===== src/rtl/mod_74x161_pkg.sv =====
// rtl/mod_74x161_pkg.sv - shared constants for the 74x161 counter model and its bench
package mod_74x161_pkg;

    localparam int WIDTH_DEF   = 4;
    localparam int HALF_PERIOD = 5;

endpackage


===== src/rtl/mod_74x161_if.sv =====
// rtl/mod_74x161_if.sv - load/enable/data/count bundle of the 74x161 counter
interface mod_74x161_if #(
    parameter int WIDTH = mod_74x161_pkg::WIDTH_DEF
);

    logic             load_n;
    logic             enp;
    logic             ent;
    logic [WIDTH-1:0] d;
    logic [WIDTH-1:0] q;
    logic             rco;

    modport master (
        output load_n, enp, ent, d,
        input  q, rco
    );

    modport slave (
        input  load_n, enp, ent, d,
        output q, rco
    );

endinterface


===== src/rtl/mod_74x161.sv =====
// rtl/mod_74x161.sv - presettable binary counter with async clear, modelled on the 74x161
module mod_74x161
    import mod_74x161_pkg::*;
#(
    parameter int WIDTH = WIDTH_DEF
) (
    input  logic          clk,
    input  logic          clr_n,
    mod_74x161_if.slave   bus
);

    localparam logic [WIDTH-1:0] ONE = {{(WIDTH-1){1'b0}}, 1'b1};

    logic [WIDTH-1:0] count;

    // Load outranks counting; clear outranks everything and needs no edge.
    always_ff @(posedge clk or negedge clr_n) begin
        if (!clr_n) begin
            count <= '0;
        end else if (!bus.load_n) begin
            count <= bus.d;
        end else if (bus.enp && bus.ent) begin
            count <= count + ONE;
        end
    end

    assign bus.q   = count;
    // Carry is combinational so a cascaded stage sees it before the wrapping edge.
    assign bus.rco = bus.ent & (&count);

endmodule


===== src/flat_wrapper.sv =====
// flat-port wrapper written by rule: the top's interface ports become plain ports
module mod_74x161_flat import mod_74x161_pkg::*;
#(
    parameter int WIDTH = WIDTH_DEF
)
  (clk, clr_n, bus_load_n, bus_enp, bus_ent, bus_d, bus_q, bus_rco);
  mod_74x161_if #(.WIDTH(WIDTH)) bus_i ();
  input  logic clk;
  input  logic clr_n;
  input wire logic [$bits(bus_i.load_n)-1:0] bus_load_n;
  input wire logic [$bits(bus_i.enp)-1:0] bus_enp;
  input wire logic [$bits(bus_i.ent)-1:0] bus_ent;
  input wire logic [$bits(bus_i.d)-1:0] bus_d;
  output wire logic [$bits(bus_i.q)-1:0] bus_q;
  output wire logic [$bits(bus_i.rco)-1:0] bus_rco;
  assign bus_i.load_n = bus_load_n;
  assign bus_i.enp = bus_enp;
  assign bus_i.ent = bus_ent;
  assign bus_i.d = bus_d;
  assign bus_q = bus_i.q;
  assign bus_rco = bus_i.rco;
  mod_74x161 #(.WIDTH(WIDTH)) u_core (.clk(clk), .clr_n(clr_n), .bus(bus_i));
endmodule

===== config.mk =====
export PLATFORM = sky130hd
export DESIGN_NAME = mod_74x161_flat
export DESIGN_NICKNAME = d
export VERILOG_FILES = /design/src/rtl/mod_74x161_pkg.sv /design/src/rtl/mod_74x161_if.sv /design/src/rtl/mod_74x161.sv /design/src/flat_wrapper.sv
export SDC_FILE = /design/constraint.sdc
export NUM_CORES = 1
export LEC_CHECK = 0
export CORE_AREA = 4 4 41 43
export DETAILED_ROUTE_END_ITERATION = 16
export DIE_AREA = 0 0 45 47
export HOLD_SLACK_MARGIN = 0.05
export PLACE_DENSITY = 0.5
export RECOVER_POWER = 25
export SYNTH_ARGS = -nofsm -noshare
export SYNTH_HDL_FRONTEND = slang
export SYNTH_SLANG_ARGS = --single-unit

===== constraint.sdc =====
create_clock -name clk -period 1.3 [get_ports clk]
set_input_delay 0.39 -clock clk [delete_from_list [all_inputs] [get_ports clk]]
set_output_delay 0.39 -clock clk [all_outputs]
set_load 0.01 [all_outputs]

Word-level counts from Yosys, hierarchy flattened
Cells that the tools add are included.
{"block": "classes", "n_reduce_logical": 2, "bitwise_logic": 1, "shift": 0, "muxes": 2, "div_mod_pow": 0, "order_cmp": 0, "n_eq_ne": 1, "mul": 0, "add_sub_neg": 1}
{"operator": "4-bit 2-to-1 mux", "n": 2}
{"operator": "4-bit by 1-bit adder with 4-bit output, second input constant", "n": 1}
{"operator": "4-bit AND reduction", "n": 1}
{"operator": "2-bit by 1-bit != test with 1-bit output, second input constant", "n": 1}
{"operator": "1-bit bitwise AND", "n": 1}
{"operator": "1-bit logical AND", "n": 1}
{"block": "totals", "reg_bits": 4, "n_memories": 0, "mem_bits_ro": 0, "ram_bits": 0, "latchBits": 0}

Depth between registers and ports, before layout
{"block": "logic_depth", "ltp_word": 3, "mapped_depth": 4, "mapped_depth_nobuf": 4}

Worst setup path after synthesis
Ideal clock, no wire load.
{"block": "synth_path", "path_type": "register -> output", "start": "register u_core.count[0] (netlist: u_core.bus.q[0])", "end": "output port bus_rco", "path_slack_ns": 0.074, "t_required_ns": 0.910, "path_stages_with_launch": 3, "t_arrival_ns": 0.836, "path_cell_list": "dfrtp_1 ha_1 and4_2"}
{"block": "synth_between", "elab_chain_len": 2}
{"item": "from (decl)", "line_no": "mod_74x161.sv:14", "rtl": "logic [WIDTH-1:0] count;"}
{"item": "from (signal assigned)", "line_no": "mod_74x161.sv:21", "rtl": "count <= bus.d;"}
{"item": "from (signal assigned)", "line_no": "mod_74x161.sv:23", "rtl": "count <= count + ONE;"}
{"item": "4-bit AND reduction", "line_no": "mod_74x161.sv:29", "rtl": "assign bus.rco = bus.ent & (&count);"}
{"item": "1-bit bitwise AND", "line_no": "mod_74x161.sv:29"}
{"item": "to (decl)", "line_no": "flat_wrapper.sv:15", "rtl": "output wire logic [$bits(bus_i.rco)-1:0] bus_rco;"}
No other way between the ends.

Worst setup path after layout
{"block": "layout_path", "start": "register u_core.count[1] (netlist: u_core.bus.q[1])", "end": "output port bus_rco"}
Same word-level chain as after synthesis.

==> out/results.md <==
| Step | Result | This run |
|---|---|---|
| power and ir drop | Total leakage power | 0.000201 µW |
| die | Floorplan die area | 0.00212 mm² |
| placed design | Placed cell areas | 408 µm² |
| grt | Maximum number of pins on one net before global-route repair | 9 |
| detailed routing | Routed len/inst | 10.7 µm |
| power and ir drop | Maximum vdd drop | 0.436 mV |
| setup path | Required time of the worst setup path | 910 ps |
| placed design | Gpl congestion | 0.765 |
| final layout | Area of combinational cells with multiple inputs | 118 µm² |
| detailed routing | Total Routed Length | 650 µm |
| detailed routing | Count of TritonRoute iterations in the first routing pass | 4 |
| synthesis | Count of unique library cells instantiated by Yosys | 13 |
| synthesis | Syn Inst Count | 23 |
| timing | Post-route worst setup slack | -157 ps |
| die | Ports placed on the boundary | 14 |
| status | Run status | finished, violations left |
| cts | Number of clock sinks | 4 |
| power and ir drop | Power density over cell area | 1030 mW/mm² |
| synthesis | Mean area per synthesized cell | 9.47 µm² |
| final layout | Final layout net count | 58 |
| detailed routing | Routed Antenna Nets | 0 |
| cts | Clock tree from TritonCTS | done |
| placed design | Number of instances in the placed design | 56 |
| detailed routing | Vias after detailed routing | 254 |
| synthesis | Number of storage elements in the synthesis netlist | 4 |
| cts | Clock Path Buffers | 2 |
| cts | Maximum level of the CTS H-tree | 1 |
| final layout | Commonest cells after routing, fill and taps aside | sky130_fd_sc_hd__buf_4 (6), sky130_fd_sc_hd__clkdlybuf4s50_1 (5), sky130_fd_sc_hd__nor2_1 (4), sky130_fd_sc_hd__buf_6 (4), sky130_fd_sc_hd__dfrtp_1 (4) |
| timing | Fin Clk Skew | 4.20 ps |
| grt | All-Layer GR Usage | 0.0674 |
| cts | Root buffer selected by CTS | sky130_fd_sc_hd__clkbuf_4 |
| status | Violations in the final reports | setup timing |
| detailed routing | Via density | 4.16 |
| timing | Final setup TNS | -211 ps |
| die | Die boundary height | 47 µm |
| final layout | Seq. cell area | 100 µm² |
| grt | Global route overflow | 0 |
| cts | Count of hold-fix buffers inserted at cts | 0 |
| timing | Period utilization | 1.12 |
| min path | Worst min path class | input pin to asynchronous set/reset pin |
| timing | Endpoints failing hold | 0 |
| synthesis | Total nets after synthesis | 33 |
| setup path | Critical path arrival | 1070 ps |
| final layout | Final standard cell area without fillers | 442 µm² |
| timing | Number of failing setup endpoints in the final timing report | 2 |
| final layout | Largest register FFs | 4 |
| placed design | Placement Setup Slack | -720 ps |
| cts | Clock latency of the later-clocked register in the worst-skew pair | 230 ps |
| detailed routing | Drt drc | 0 |
| grt | Antenna violations before repair | 0 |
| cts | Clock Pin Slew Worst Setup and Hold Paths | 40 ps |
| placed design | Total of buffers placed on input and output ports | 13 |
| setup path | Startpoint class of the critical path | flip-flop |
| synthesis | Register area share after synthesis | 0.460 |
| die | Row count | 13 |
| placed design | Detailed-placement wirelength estimate | 498 µm |
| grt | Number of global-route vias before repair | 250 |
| cts | Cts bufs inserted | 3 |
| final layout | Ratio of cells with drive above 1 in the final layout | 0.413 |
| setup path | Crit. End Element | output port |
| die | Starting utilization of the core area | 0.167 |
| timing | Slew margin rel. | 0.815 |
| setup path | Critical path peak fanout | 2 |
| timing | Slew Viols, Final | 0 |
| die | Floorplan die width | 45 µm |
| final layout | # diodes | 0 |
| setup path | Worst Path Class, Setup | flip-flop to output port |
| detailed routing | Initial detailed-routing violation count | 5 |
| final layout | Synth-to-layout area growth | 103% |
| timing | Slew @ Worst Pin | 277 ps |
| grt | Global-route wire length before repair | 952 µm |
| synthesis | Area of the mapped netlist | 218 µm² |
| timing | Minimum clock period | 1460 ps |
| timing | FMAX | 686 MHz |
| job | Reported max-cap violation count | 0 |
| final layout | Number of inserted filler cells in the final layout | 137 |
| synthesis | Yosys Warn Count | 0 |
| final layout | Non-filler cells, final | 61 |
| final layout | Most frequent standard cell in the layout excluding fill and tap cells | sky130_fd_sc_hd__buf_4 |
| timing | RSZ-0062 raised after global routing | yes |
| die | Total core area | 0.00130 mm² |
[cell usage after synthesis]
cell	instances	area [µm²]
sky130_fd_sc_hd__xor2_1	2	17.5
sky130_fd_sc_hd__nand3_1	2	10.0
sky130_fd_sc_hd__nor2_1	4	15.0
sky130_fd_sc_hd__mux2i_1	1	10.0
sky130_fd_sc_hd__o21ai_0	1	5.00
sky130_fd_sc_hd__nand2_2	1	6.26
sky130_fd_sc_hd__ha_1	1	12.5
sky130_fd_sc_hd__a31oi_1	1	6.26
sky130_fd_sc_hd__clkbuf_1	1	3.75
sky130_fd_sc_hd__or3_1	1	6.26
sky130_fd_sc_hd__a21oi_1	3	15.0
sky130_fd_sc_hd__and4_2	1	10.0
sky130_fd_sc_hd__dfrtp_1	4	100
[stage by stage]
| step | hold WS (ps) | utilization | total power, µW |
|---|---|---|---|
| after CTS | 359 | 0.317 | 445 |
| after detailed placement | 614 | 0.313 | 298 |
| after global placement | 610 | 0.313 | 294 |
| after floorplan | 94.4 | - | 200 |
| final | 429 | 0.339 | 457 |
| after global routing | 435 | 0.339 | 490 |
[cells by family (layout without fill, tap and decap cells)]
group           count (synthesis)  after routing  share of synthesized area
compound gates                  5              5                      0.121
xor+xnor                        2              2                     0.0805
fa+ha+maj                       1              1                     0.0575
buf+inv                         1             24                     0.0172
flops                           4              4                      0.460
mux                             1              1                     0.0460
simple gates                    9              9                      0.218
[metal layers]
metal | up-vias | wire length (µm) | GRT usage
met2 | 16 | 268 | 0.105
met3 | 0 | 100 | 0.0613
li1 | 128 | - | -
met1 | 110 | 282 | 0.0667
met4 | 0 | 0 | 0.0175
met5 | - | 0 | 0
[cell type report]
cell class	instances	share of cell area
tap	15	0.0425
sequential	4	0.227
multi-input combinational	18	0.266
timing repair buffer	21	0.414
clock buffer	3	0.0510
[report_power, final]
part           internal [µW]  switching [µW]  leakage, µW
combinational           94.2            60.9     0.000142
clock                    103            49.1    0.0000138
sequential               140            9.25    0.0000448
[critical path, stage by stage, from the launching register on]
cell and delay, ps:
sky130_fd_sc_hd__dfrtp_1 350, sky130_fd_sc_hd__ha_2 190, sky130_fd_sc_hd__and4_4 200, sky130_fd_sc_hd__buf_6 100
[worst paths after layout]
kind                                             startpoint  cells after the start                     endpoint  slack [ps]
worst max register to register  u_core.bus.q[1]$_DFFE_PN0P_                      5  u_core.bus.q[3]$_DFFE_PN0P_         120
max in group asynchronous                             clr_n                      1  u_core.bus.q[1]$_DFFE_PN0P_         700
min in group clk                u_core.bus.q[3]$_DFFE_PN0P_                      3  u_core.bus.q[3]$_DFFE_PN0P_         670
worst min register to register  u_core.bus.q[3]$_DFFE_PN0P_                      3  u_core.bus.q[3]$_DFFE_PN0P_         670
worst min-delay path                                  clr_n                      1  u_core.bus.q[2]$_DFFE_PN0P_         430
worst max-delay path            u_core.bus.q[1]$_DFFE_PN0P_                      3                      bus_rco        -160
[repair_timing]
item	4_1_cts	5_1_grt
endpoints found under the setup margin	6	4
resized for setup	25	3
setup buffers	0	2
pin swaps	0	1
Power figures use the tool's default switching activity.
